File: src/rtl/uart_receiver.sv
// uart_receiver: 8N1 serial-to-parallel receiver, oversampled on a shared sample-enable tick.
// Latency: i_RX -> rx_s 2 i_CLK; byte delivered on the stop-sample tick (T0 + OVERSAMPLE/2 + 9*OVERSAMPLE ticks).
// Backpressure: none on the line; an unread byte is overwritten by the next one and o_OVERRUN is set.
//
// Ports:
//   i_CLK, i_RESET     : clock and synchronous active-high reset
//   i_SAMPLE_EN        : one-cycle oversample tick at baud * OVERSAMPLE
//   i_RX               : asynchronous serial line, idle high
//   i_READ             : consumer acknowledge, effective while o_DATA_VALID=1
//   o_DATA             : last received byte (held after read)
//   o_DATA_VALID       : o_DATA holds an unread byte
//   o_FRAME_ERR        : stop bit of the byte in o_DATA was sampled low
//   o_OVERRUN          : sticky, a byte completed while the previous one was unread
//   o_RX_BUSY          : receiver FSM is mid-frame
module uart_receiver #(
  parameter int OVERSAMPLE = 16
) (
  input  logic       i_CLK,
  input  logic       i_RESET,
  input  logic       i_SAMPLE_EN,
  input  logic       i_RX,
  input  logic       i_READ,
  output logic [7:0] o_DATA,
  output logic       o_DATA_VALID,
  output logic       o_FRAME_ERR,
  output logic       o_OVERRUN,
  output logic       o_RX_BUSY
);

  localparam int CW = $clog2(OVERSAMPLE);
  localparam logic [CW-1:0] HALF_M1 = CW'(OVERSAMPLE / 2 - 1);
  localparam logic [CW-1:0] FULL_M1 = CW'(OVERSAMPLE - 1);

  typedef enum logic [1:0] {
    s_IDLE,
    s_START,
    s_DATA,
    s_STOP
  } state_t;

  state_t          state_q, state_d;
  logic [CW-1:0]   cnt_q, cnt_d;
  logic [2:0]      bit_idx_q, bit_idx_d;
  logic [7:0]      shift_q, shift_d;
  logic            rx_meta_q, rx_meta_d;
  logic            rx_s_q, rx_s_d;
  logic [7:0]      data_q, data_d;
  logic            valid_q, valid_d;
  logic            ferr_q, ferr_d;
  logic            ovr_q, ovr_d;
  logic            complete;
  logic            rd_ack;

  // Receive FSM; only advances on sample ticks so a stalled tick freezes the frame.
  always_comb begin
    state_d   = state_q;
    cnt_d     = cnt_q;
    bit_idx_d = bit_idx_q;
    shift_d   = shift_q;
    rx_meta_d = i_RX;
    rx_s_d    = rx_meta_q;
    complete  = 1'b0;

    if (i_SAMPLE_EN) begin
      case (state_q)
        s_IDLE: begin
          if (!rx_s_q) begin
            state_d = s_START;
            cnt_d   = '0;
          end
        end
        s_START: begin
          if (cnt_q != HALF_M1) begin
            cnt_d = cnt_q + 1'b1;
          end else if (!rx_s_q) begin
            // Mid start bit still low: counter now re-centred on bit midpoints.
            state_d   = s_DATA;
            cnt_d     = '0;
            bit_idx_d = '0;
          end else begin
            state_d = s_IDLE;
          end
        end
        s_DATA: begin
          if (cnt_q == FULL_M1) begin
            shift_d = {rx_s_q, shift_q[7:1]};
            cnt_d   = '0;
            // bit_idx holds at 7 rather than wrapping; STOP resets nothing it needs.
            if (bit_idx_q == 3'd7) begin
              state_d = s_STOP;
            end else begin
              bit_idx_d = bit_idx_q + 3'd1;
            end
          end else begin
            cnt_d = cnt_q + 1'b1;
          end
        end
        s_STOP: begin
          if (cnt_q == FULL_M1) begin
            complete = 1'b1;
            state_d  = s_IDLE;
            cnt_d    = '0;
          end else begin
            cnt_d = cnt_q + 1'b1;
          end
        end
        default: state_d = s_IDLE;
      endcase
    end
  end

  // Consumer handshake runs every cycle; a completing byte wins over a read clear.
  always_comb begin
    data_d  = data_q;
    valid_d = valid_q;
    ferr_d  = ferr_q;
    ovr_d   = ovr_q;
    rd_ack  = i_READ & valid_q;

    if (complete) begin
      data_d  = shift_q;
      ferr_d  = !rx_s_q;
      valid_d = 1'b1;
      if (valid_q && !i_READ) begin
        ovr_d = 1'b1;
      end else if (rd_ack) begin
        ovr_d = 1'b0;
      end
    end else if (rd_ack) begin
      valid_d = 1'b0;
      ovr_d   = 1'b0;
    end
  end

  always_ff @(posedge i_CLK) begin
    if (i_RESET) begin
      state_q   <= s_IDLE;
      cnt_q     <= '0;
      bit_idx_q <= '0;
      shift_q   <= '0;
      rx_meta_q <= 1'b1;
      rx_s_q    <= 1'b1;
      data_q    <= '0;
      valid_q   <= 1'b0;
      ferr_q    <= 1'b0;
      ovr_q     <= 1'b0;
    end else begin
      state_q   <= state_d;
      cnt_q     <= cnt_d;
      bit_idx_q <= bit_idx_d;
      shift_q   <= shift_d;
      rx_meta_q <= rx_meta_d;
      rx_s_q    <= rx_s_d;
      data_q    <= data_d;
      valid_q   <= valid_d;
      ferr_q    <= ferr_d;
      ovr_q     <= ovr_d;
    end
  end

  assign o_DATA       = data_q;
  assign o_DATA_VALID = valid_q;
  assign o_FRAME_ERR  = ferr_q;
  assign o_OVERRUN    = ovr_q;
  assign o_RX_BUSY    = (state_q != s_IDLE);

endmodule
File: config.mk
export PLATFORM = sky130hd
export DESIGN_NAME = uart_receiver
export DESIGN_NICKNAME = d
export VERILOG_FILES = /design/src/rtl/uart_receiver.sv
export SDC_FILE = /design/constraint.sdc
export NUM_CORES = 1
export LEC_CHECK = 0
export BUFFER_PORTS_ARGS = -buffer_cell sky130_fd_sc_hd__buf_2
export CORE_UTILIZATION = 49
export DETAILED_ROUTE_END_ITERATION = 8
export PLACE_DENSITY = 0.7
export SKIP_CTS_REPAIR_TIMING = 1
export SYNTH_ARGS = -nofsm -noshare
export SYNTH_HDL_FRONTEND = slang
export SYNTH_SLANG_ARGS = --single-unit
File: constraint.sdc
create_clock -name i_CLK -period 2.9 [get_ports i_CLK]
set_clock_uncertainty 0.2 [all_clocks]
set_input_delay 0.435 -clock i_CLK [delete_from_list [all_inputs] [get_ports i_CLK]]
set_output_delay 0.435 -clock i_CLK [all_outputs]
set_load 0.03 [all_outputs]
-- Word-level counts from Yosys, hierarchy flattened
Index checks and enable logic that the tools add are counted.
- add/sub/neg operators: 2
- eq/ne operators: 13
- multiplexer cells: 24
- bitwise gates (word level): 1
- reduce and logical (&&, ||, !) cells: 11
- operators with widths (cell ; count):
    $ne 2x2->1 const B ; 7
    $mux 2 ; 6
    $mux 3 ; 4
    $mux 4 ; 3
    $pmux 4 s3 ; 1
    $reduce_and 6->1 ; 2
    $mux 1 ; 8
    $pmux 2 s4 ; 1
    $pmux 3 s2 ; 1
    $reduce_bool 2->1 ; 3
    $add 4x1->4 const B ; 1
    $eq 2x2->1 const B ; 2
    $eq 4x4->1 const B ; 1
    $ne 4x3->1 const B ; 1
    $add 3x1->3 const B ; 1
    $eq 3x3->1 const B ; 1
    $reduce_and 3->1 ; 1
    $eq 2x1->1 const B ; 1
    $logic_not 1->1 ; 2
    $logic_not 2->1 ; 1
    $reduce_or 2->1 ; 1
    $and 1x1->1 ; 1
    $logic_and 1x1->1 ; 1
- flip-flop bits (word level): 30
- input bits: 5
- word-level logic and storage cells: 61

-- Depth between registers and ports, before layout
Gate-level depths: netlist of run 1.
- depth in word-level cells: 5
- depth in mapped cells: 6
- depth with buffers taken out: 6

-- Worst setup path before layout of run 1
Ideal clock, no wire load.
- kind: reg-to-reg
- start point: register cnt_q[0]
- end point: register shift_q[0]
- library setup time: 0.128 ns
- data arrival time: 1.510 ns
- data required time: 2.572 ns
- path slack: 1.062 ns
- stages on the path, launching flop included: 6
- buffers on the path: 0
- path through: dfxtp_1 ha_1 nand2_1 nor4_4 mux2i_1 nor2_1
- cells in the longest elaborated chain, start to end: 2
- ends and longest elaborated chain (what ; line ; RTL):
    start: declaration ; 42 ; logic [CW-1:0] cnt_q, cnt_d;
    start signal: assignment ; 149 ; cnt_q <= cnt_d;
    $eq 4x4->1 ; 85 ; if (cnt_q == FULL_M1) begin
    $reduce_and 3->1 (no source line) ; n/a ;
    end signal: assignment ; 151 ; shift_q <= shift_d;
    end: declaration ; 44 ; logic [7:0] shift_q, shift_d;
No other way between the ends.
A chain may end at the register's enable or synchronous reset.

-- Final worst setup path of run 1
- start point: register cnt_q[0]
- end point: register shift_q[4]
The elaborated chain is that of the path after synthesis.

==> flow_summary.json, run 1 <==
{
  "p_per_area_nw_per_um2": 487,
  "rsz0062_at_grt": "no",
  "antenna_found_initial": 0,
  "fp-row-count": 18,
  "port_buffers": 16,
  "die_h_microns": 53.3,
  "dieArea_sq_um": 2840,
  "grt_pass1_vias": 885,
  "synth_area_leaders": "dfxtp_1 (47%), mux2i_1 (14%), nor2_1 (6.7%), a21oi_1 (3.1%), ha_1 (2.9%)",
  "status": "completed",
  "synth_top_family_by_area": "simple AND/OR/NAND/NOR gates",
  "area.sequential_sq_um": 601,
  "grt_pass1_wl_microns": 3900,
  "n_antenna_cell": 0,
  "fillCellCount": 235,
  "synth_edf_count": 0,
  "power_frac_seq": 0.594,
  "grtUsageTotal": 0.196,
  "synth.largest_area_cell": "dfxtp_1",
  "ir_drop_mv": 0.421,
  "clkPwrFrac": 0.375,
  "drc": 0,
  "boundaryPins": 17,
  "grt_max_degree": 35,
  "worstHoldEndpoint": "rx_meta_q",
  "cts_tree": "done",
  "avgRoutedWirePerCell_microns": 12.3,
  "maxSlewHeadroom": 0.547,
  "dp_hpwl_microns": 1540,
  "vias_per_cell": 5.46,
  "power_switching_mw": 0.164,
  "root_buffer": "clkbuf_4",
  "criticalPathCategory": "flop to flop",
  "fin_cells": 184,
  "via_count": 1004,
  "p_leak_nw": 0.561,
  "worst_pin_slew_ns": 0.674,
  "start_kind": "flop",
  "fmax_ghz": 0.485,
  "nNetsFinal": 161,
  "first_pass_iters": 4,
  "yosys.cell_types.count": 30,
  "drv_cap": 0,
  "htreeDepth": 2,
  "min_from": "i_RX",
  "numCtsBuffers": 5,
  "final_layout_size_suffix_gt1_frac": 0.195,
  "drt-initial-drc-count": 17,
  "switching_share": 0.234,
  "yosys_warnings": 0,
  "rr_startpoint": "cnt_q[0]",
  "synthTopCellsByCount": "dfxtp_1 (30), nor2_1 (23), mux2i_1 (18)",
  "clockBufferDepth": 2,
  "whs_ns": 0.0881,
  "setup_ws_ns": 0.840,
  "arrival_ns": 2.07,
  "crit_fanout": 8,
  "min_path_type": "input pin to flop",
  "dp_slack_ns": 0.841,
  "yosysMostFrequentCell": "dfxtp_1",
  "seq_area_frac_synth": 0.466,
  "internal_power_mw": 0.537,
  "synthSimpleGateAreaFrac": 0.200,
  "synth_flop_cell": "dfxtp_1",
  "synth_top_area_share": 0.466,
  "maxSlewViolCount": 0,
  "synthArstFlopShare": 0,
  "synth-xor-area-share": 0,
  "setup_violations": 0,
  "reg2regPathDepth": 5,
  "required_ns": 2.91,
  "path_clk_slew_ns": 0.10,
  "combPwrFrac": 0.031,
  "final-hold-violation-count": 0,
  "synth_nets": 145,
  "clk_latency_ns": 0.33,
  "dp_cells": 176,
  "cts.sinks": 30,
  "start_util": 0.520,
  "finalSetupTns_ns": 0,
  "syn_area_sq_um": 1290,
  "synthToLayoutAreaGrowth_pct": 11.9,
  "rr_endpoint": "shift_q[4]",
  "final_antenna_net_count": 0,
  "muxShareOfSynthArea": 0.140,
  "postSynthCellCount": 137,
  "synth_adder_area_share": 0.0292,
  "totalWireLength_microns": 2250,
  "regToRegSetupSlack_ns": 0.84,
  "syn-mean-instance-area_sq_um": 9.40,
  "grt-ovfl-total": 0,
  "layout_min_cycle_time_ns": 2.06,
  "synth_seq_cells": 30,
  "min_path_cells": 2,
  "crit_path_end_kind": "flop",
  "die_width_microns": 53.3,
  "finalCritPeriodShare": 0.710,
  "coreArea_sq_um": 2480,
  "synth_compound_area_frac": 0.116,
  "gp_congestion": 0.832,
  "multi_input_area_sq_um": 624
}
==> per-stage QoR <==
stage	util	power [mW]	area, sq um
floorplan	-	0.440	1290
global route	0.581	0.730	1440
global placement	0.556	0.447	1380
finish	0.581	0.701	1440
detailed placement	0.556	0.448	1380
CTS	0.581	0.707	1440
==> state kept, by name (all words and copies together), names as in the netlist, named ones only <==
name,flops
o_DATA,8
shift_q,8
cnt_q,4
bit_idx_q,3
o_DATA_VALID,1
o_FRAME_ERR,1
rx_meta_q,1
rx_s_q,1
state_q,1
==> cell families after synthesis <==
logic type | after synthesis
and+or+nand+nor | 47
muxes | 18
buffers and inverters | 15
adders and majority gates | 3
AOI/OAI and AO/OA | 24
DFF | 30
==> layer usage <==
layer | wire [microns] | part of all wire | GRT usage | vias up
li1 | - | - | - | 511
met1 | 1110 | 0.49 | 0.237 | 473
met2 | 1010 | 0.45 | 0.298 | 16
met3 | 99 | 0.044 | 0.0805 | 4
met4 | 36 | 0.016 | 0.0921 | 0
met5 | 0 | 0 | 0 | -
==> worst max path at each step <==
| stage | from | to | cells past startpoint | slack, ns |
|---|---|---|---|---|
| final | cnt_q[0] | shift_q[4] | 5 | 0.84 |
| after global routing | cnt_q[0] | shift_q[0] | 5 | 0.68 |
| after CTS | cnt_q[0] | shift_q[0] | 5 | 0.84 |
| after detailed placement | cnt_q[0] | shift_q[0] | 5 | 0.84 |
| after global placement | cnt_q[0] | shift_q[7] | 5 | 0.90 |
| after floorplan | cnt_q[0] | shift_q[0] | 5 | 1.06 |
==> layout make-up <==
| cell class | count | area share |
|---|---|---|
| clock inverters | 2 | 0.00869 |
| well taps | 30 | 0.0261 |
| flip-flops and latches | 30 | 0.417 |
| clock buffers | 6 | 0.0356 |
| inverters | 7 | 0.0182 |
| repair buffers | 17 | 0.0608 |
| multi-input cells | 92 | 0.434 |
==> power groups by stage <==
stage	combinational [mW]	clock (mW)	sequential (mW)
after detailed placement	0.0221	0	0.425
after floorplan	0.0157	0	0.424
after global placement	0.0215	0	0.425
after CTS	0.0222	0.269	0.416
final	0.0218	0.263	0.416
after global routing	0.0248	0.289	0.416
==> cell usage in the layout (no fill, tap or decap), drive strengths merged, types with 3 or more instances in the layout <==
| cell type | synthesis | layout |
|---|---|---|
| dfxtp | 30 | 30 |
| nor2 | 23 | 23 |
| mux2i | 18 | 18 |
| buf | 5 | 17 |
| a21oi | 8 | 8 |
| inv | 7 | 7 |
| o21ai | 6 | 6 |
| clkbuf | 3 | 6 |
| nand2b | 4 | 4 |
| nand2 | 3 | 3 |
| o32ai | 3 | 3 |
| a211oi | 3 | 3 |
| ha | 3 | 3 |
==> worst max-delay path, cell delays in order (launching register included) <==
cell     delay [ns]
dfxtp_1        0.38
ha_1           0.30
nand2_1        0.14
nor4_4         0.60
mux2i_1        0.26
nor2_1         0.06
Power figures use the tool's default switching activity.
==> inputs of run 2 (changes only) <==
ABC_AREA = 1   (was not set)
PLACE_DENSITY = 0.71   (was 0.7)
clock period = 2.1 ns   (was 2.9 ns; I/O delays follow)
==> run 2 against run 1 <==
  * Clock power rose by 76%
  * Worst hold slack got worse by 0.038 ns
  * Via count grew 9.0%
  * Worst setup slack worse by 0.45 ns
  * Global-route usage increased by 0.92 points
  * Critical path type unchanged
  * Sequential share of layout area increased by 0.11 points
  * Combinational power rose by 110%
  * Critical endpoint is now o_FRAME_ERR
  * First-iteration DRC count is 29% lower
==> flow_summary.json, run 2 <==
{
  "setup_violations": 0,
  "switching_share": 0.202,
  "criticalPathCategory": "flop to flop",
  "synth_nets": 177,
  "synth_edf_count": 0,
  "crit_fanout": 12,
  "min_path_type": "input pin to flop",
  "finalSetupTns_ns": 0,
  "grt_pass1_vias": 951,
  "ir_drop_mv": 0.571,
  "power_frac_seq": 0.532,
  "mostFrequentLayoutCell": "nor2_1",
  "boundaryPins": 17,
  "maxSlewViolCount": 0,
  "synthArstFlopShare": 0,
  "final-hold-violation-count": 0,
  "cts.sinks": 30,
  "postSynthCellCount": 169,
  "synthTopCellsByCount": "nor2_1 (47), dfxtp_1 (30), nand2_1 (23)",
  "syn_area_sq_um": 1250,
  "layout_min_cycle_time_ns": 1.71,
  "synthToLayoutAreaGrowth_pct": 15.0,
  "grt_pass1_wl_microns": 4000,
  "met3_usage": 0.0899,
  "start_kind": "flop",
  "power_switching_mw": 0.219,
  "final_layout_size_suffix_gt1_frac": 0.184,
  "vias_per_cell": 5.02,
  "final_area_sq_um": 1440,
  "yosys.cell_types.count": 21,
  "coreArea_sq_um": 2300,
  "worst_pin_slew_ns": 0.518,
  "fillCellCount": 209,
  "synth_top_area_share": 0.481,
  "seq_area_frac_synth": 0.481,
  "nNetsFinal": 198,
  "root_buffer": "clkbuf_4",
  "synth_flop_cell": "dfxtp_1",
  "clkPwrFrac": 0.427,
  "internal_power_mw": 0.865,
  "yosysMostFrequentCell": "nor2_1",
  "via_count": 1094,
  "drc": 0,
  "syn-mean-instance-area_sq_um": 7.39,
  "arrival_ns": 1.78,
  "port_buffers": 16,
  "gp_congestion": 0.765,
  "grt_max_degree": 24,
  "numCtsBuffers": 5,
  "clk_latency_ns": 0.33,
  "p_per_area_nw_per_um2": 755,
  "htreeDepth": 2,
  "required_ns": 2.17,
  "finalCritPeriodShare": 0.814,
  "rsz0062_at_grt": "no",
  "fp-row-count": 17,
  "setup_ws_ns": 0.391,
  "status": "completed",
  "antenna_found_initial": 0,
  "avgRoutedWirePerCell_microns": 10.2,
  "fmax_ghz": 0.585,
  "power_mw": 1.08,
  "final_antenna_net_count": 0,
  "synth_area_leaders": "dfxtp_1 (48%), nor2_1 (14%), o21ai_0 (8.0%), nand2_1 (6.9%), a21oi_1 (4.0%)",
  "drt-initial-drc-count": 12,
  "area.sequential_sq_um": 601,
  "dp_hpwl_microns": 1590,
  "dieArea_sq_um": 2750,
  "n_antenna_cell": 0,
  "multi_input_area_sq_um": 569,
  "synth.largest_area_cell": "dfxtp_1",
  "yosys_warnings": 0,
  "grt.met2_usage": 0.310,
  "totalWireLength_microns": 2220,
  "cts_tree": "done",
  "final_cell_mix": "nor2_1 (47), dfxtp_1 (30), nand2_1 (23), o21ai_0 (20), buf_2 (16)",
  "dp_slack_ns": 0.395,
  "p_leak_nw": 0.665,
  "start_util": 0.544,
  "crit_path_end_kind": "flop",
  "grt_use_met1": 0.247,
  "combPwrFrac": 0.042,
  "grtUsageTotal": 0.205,
  "drv_cap": 0,
  "whs_ns": 0.0501,
  "path_clk_slew_ns": 0.09,
  "clockBufferDepth": 2,
  "die_width_microns": 52.5,
  "die_h_microns": 52.5,
  "grt-ovfl-total": 0,
  "synth_seq_cells": 30,
  "placed_area_sq_um": 1350,
  "maxSlewHeadroom": 0.654,
  "grt_busiest_layer": "met2",
  "first_pass_iters": 4
}
==> run 2: path summary, 6_finish.rpt <==
check / endpoint / slack (ns) / startpoint / cells after the start
max reg2reg: o_FRAME_ERR / 0.39 / cnt_q[0] / 7
min: cnt_q[2] / 0.05 / i_RESET / 2
max: o_FRAME_ERR / 0.39 / cnt_q[0] / 7
min reg2reg: rx_s_q / 0.22 / rx_meta_q / 1
==> run 2: power by group through the flow <==
stage / clock network (mW) / registers [mW] / logic [mW]
3_3_place_gp: 0 / 0.590 / 0.0425
4_1_cts: 0.478 / 0.577 / 0.0438
6_report: 0.462 / 0.577 / 0.0451
3_5_place_dp: 0 / 0.590 / 0.0437
5_1_grt: 0.499 / 0.577 / 0.0514
2_1_floorplan: 0 / 0.589 / 0.0305
==> run 2: layout make-up <==
class                   count  area share
flip-flops and latches     30       0.418
multi-input cells         120       0.396
repair buffers             17      0.0627
inverters                  16      0.0418
clock buffers               6      0.0357
well taps                  28      0.0244
clock inverters             1      0.0209
==> run 2: metal layers <==
metal  wire [microns]  vias to the layer above  part of all wire
li1                 -                      574                 -
met1             1080                      483              0.49
met2              939                       30              0.42
met3              155                        7             0.070
met4               42                        0             0.019
met5                0                        -                 0
==> run 2: cell families after synthesis <==
kind of cell,count (synthesis),synth area share
AOI/OAI and AO/OA,32,0.131
adders and majority gates,3,0.0301
DFF,30,0.481
buffers and inverters,19,0.0631
and+or+nand+nor,84,0.288
xor gates and xnor gates,1,0.00702
==> run 2: critical path, cell delays in order (launching register included) <==
cell and delay (ns):
dfxtp_1 0.38, ha_1 0.24, nand3_2 0.11, nor2_2 0.12, nand3_2 0.15, inv_2 0.22, o21ai_0 0.10, a21oi_1 0.13
==> run 2: metrics by stage <==
| step | util | instances |
|---|---|---|
| 6_report | 0.625 | 218 |
| 5_1_grt | 0.625 | 218 |
| 4_1_cts | 0.621 | 217 |
| 3_5_place_dp | 0.586 | 210 |
| 3_3_place_gp | 0.586 | 210 |
| 2_1_floorplan | - | 169 |
==> inputs of run 3 (changes only) <==
ABC_AREA = 0   (was 1)
PLACE_DENSITY = 0.7   (was 0.71)
clock period = 1.8 ns   (was 2.1 ns; I/O delays follow)
==> run 3 against run 2 <==
  * The flow now finishes with violations (negative setup slack)
  * Clock-buffer cell count is 1 higher
  * Utilization is 2.3 points higher
  * Power is 4.1% higher
  * Critical endpoint is now bit_idx_q[1]
  * Largest cell class is now multi-input combinational cells
==> flow_summary.json, run 3 (synthesized netlist as in run 1, its figures left out) <==
{
  "drc": 0,
  "required_ns": 1.87,
  "maxSlewViolCount": 0,
  "finalCritPeriodShare": 1.03,
  "crit_chain": "ha_4 -> ha_4 -> nor3b_2 -> a31oi_2 -> or4b_1 -> a21oi_2",
  "fmax_ghz": 0.540,
  "coreArea_sq_um": 2480,
  "cts.sinks": 30,
  "htreeDepth": 2,
  "ir_drop_mv": 0.694,
  "n_antenna_cell": 0,
  "rr_startpoint": "bit_idx_q[0]",
  "criticalPathCategory": "flop to flop",
  "status": "finished with violations",
  "grt_pass1_wl_microns": 4170,
  "grtUsageTotal": 0.216,
  "dieArea_sq_um": 2840,
  "grt_max_degree": 19,
  "min_path_type": "input pin to flop",
  "path_buf_inv": 0,
  "grt-ovfl-total": 0,
  "dp_slack_ns": -0.0917,
  "p_leak_nw": 0.620,
  "reg2regPathDepth": 6,
  "vias_per_cell": 5.48,
  "port_buffers": 16,
  "fin_cells": 195,
  "setup_violations": 2,
  "gp_congestion": 0.874,
  "crit_fanout": 3,
  "dp_hpwl_microns": 1840,
  "antenna_found_initial": 0,
  "critPathMostFrequentCell": "ha_4",
  "first_pass_iters": 4,
  "crit_path_end_kind": "flop",
  "arrival_ns": 1.92,
  "path_clk_slew_ns": 0.10,
  "dp_cells": 184,
  "final_antenna_net_count": 0,
  "drt-initial-drc-count": 13,
  "cts_tree": "done",
  "worst_pin_slew_ns": 0.325,
  "min_path_cells": 3,
  "path_delay_family": "simple AND/OR/NAND/NOR gates",
  "die_h_microns": 53.3,
  "mostFrequentLayoutCell": "dfxtp_1",
  "clk_latency_ns": 0.33,
  "via_count": 1069,
  "min_from": "i_SAMPLE_EN",
  "start_kind": "flop",
  "setup_ws_ns": -0.0507,
  "root_buffer": "clkbuf_4",
  "fp-row-count": 18,
  "rr_endpoint": "bit_idx_q[1]",
  "maxSlewHeadroom": 0.782,
  "p_per_area_nw_per_um2": 702,
  "grt_pass1_vias": 939,
  "cp_slowest_stage_delay_ns": 0.55,
  "regToRegSetupSlack_ns": -0.05,
  "final_cell_mix": "dfxtp_1 (24), nor2_1 (22), mux2i_1 (18), buf_2 (16), buf_4 (9)",
  "totalWireLength_microns": 2620,
  "nNetsFinal": 172,
  "slowest_stage": "or4b_1",
  "die_width_microns": 53.3,
  "avgRoutedWirePerCell_microns": 13.4,
  "rsz0062_at_grt": "yes",
  "drv_cap": 0,
  "layout_min_cycle_time_ns": 1.85,
  "final_layout_size_suffix_gt1_frac": 0.315,
  "synthToLayoutAreaGrowth_pct": 24.8,
  "final-hold-violation-count": 0,
  "start_util": 0.520,
  "numCtsBuffers": 5,
  "clockBufferDepth": 2,
  "violations": "negative setup slack",
  "boundaryPins": 17,
  "worstHoldEndpoint": "cnt_q[1]"
}
==> run 3: cell count changes in the layout (fill, tap and decap cells not counted), sizes merged, moves of 3 or more <==
| cell | change |
|---|---|
| buf | +10 |
| o21ai | -15 |
| nand2b | +4 |
| a211oi | +3 |
| nand2 | -21 |
| nand3 | -4 |
| nor2 | -28 |
| o32ai | +3 |
| inv | -8 |
| mux2i | +18 |
==> run 3: final cells by class <==
cell class / count / area [sq um]
Fill cell: 205 / 871
Multi-Input combinational cell: 92 / 682
Sequential cell: 30 / 613
Timing Repair Buffer: 28 / 188
Clock buffer: 7 / 55.1
Tap cell: 30 / 37.5
Inverter: 7 / 26.3
Clock inverter: 1 / 5.00
==> run 3: how the worst max path moves through the flow <==
stage / from / endpoint / slack [ns] / cells after the start
after global routing: bit_idx_q[0] / bit_idx_q[1] / -0.10 / 6
after detailed placement: bit_idx_q[0] / bit_idx_q[1] / -0.09 / 6
after global placement: bit_idx_q[0] / bit_idx_q[2] / -0.02 / 6
final: bit_idx_q[0] / bit_idx_q[1] / -0.05 / 6
after floorplan: bit_idx_q[0] / bit_idx_q[1] / 0.0008 / 6
after CTS: bit_idx_q[0] / bit_idx_q[1] / -0.12 / 6
==> run 3: through the flow <==
stage | power (mW) | utilization | area, sq um | setup TNS (ns) | hold slack, ns
floorplan | 0.709 | - | 1310 | 0 | 0.171
global placement | 0.725 | 0.594 | 1470 | -0.0343 | 0.197
detailed placement | 0.726 | 0.594 | 1470 | -0.151 | 0.197
CTS | 1.14 | 0.618 | 1530 | -0.204 | -0.0833
global route | 1.18 | 0.648 | 1610 | -0.163 | 0.0580
finish | 1.13 | 0.648 | 1610 | -0.0584 | 0.0733
==> run 3: power breakdown <==
part	switching, mW	total, mW	internal, mW
logic	0.0284	0.0461	0.0177
registers	0.00223	0.666	0.663
clock network	0.228	0.417	0.189
total	0.258	1.13	0.870
==> run 3: layer usage <==
layer	share of wire	GRT usage	vias to the layer above
li1	-	-	535
met1	0.44	0.248	503
met2	0.49	0.346	26
met3	0.049	0.0920	5
met4	0.017	0.0921	0
met5	0	0	-
==> run 3: tightest hold or removal path, stage by stage <==
cell	delay, ns
buf_2	0.16
nand2_1	0.07
o32ai_1	0.07
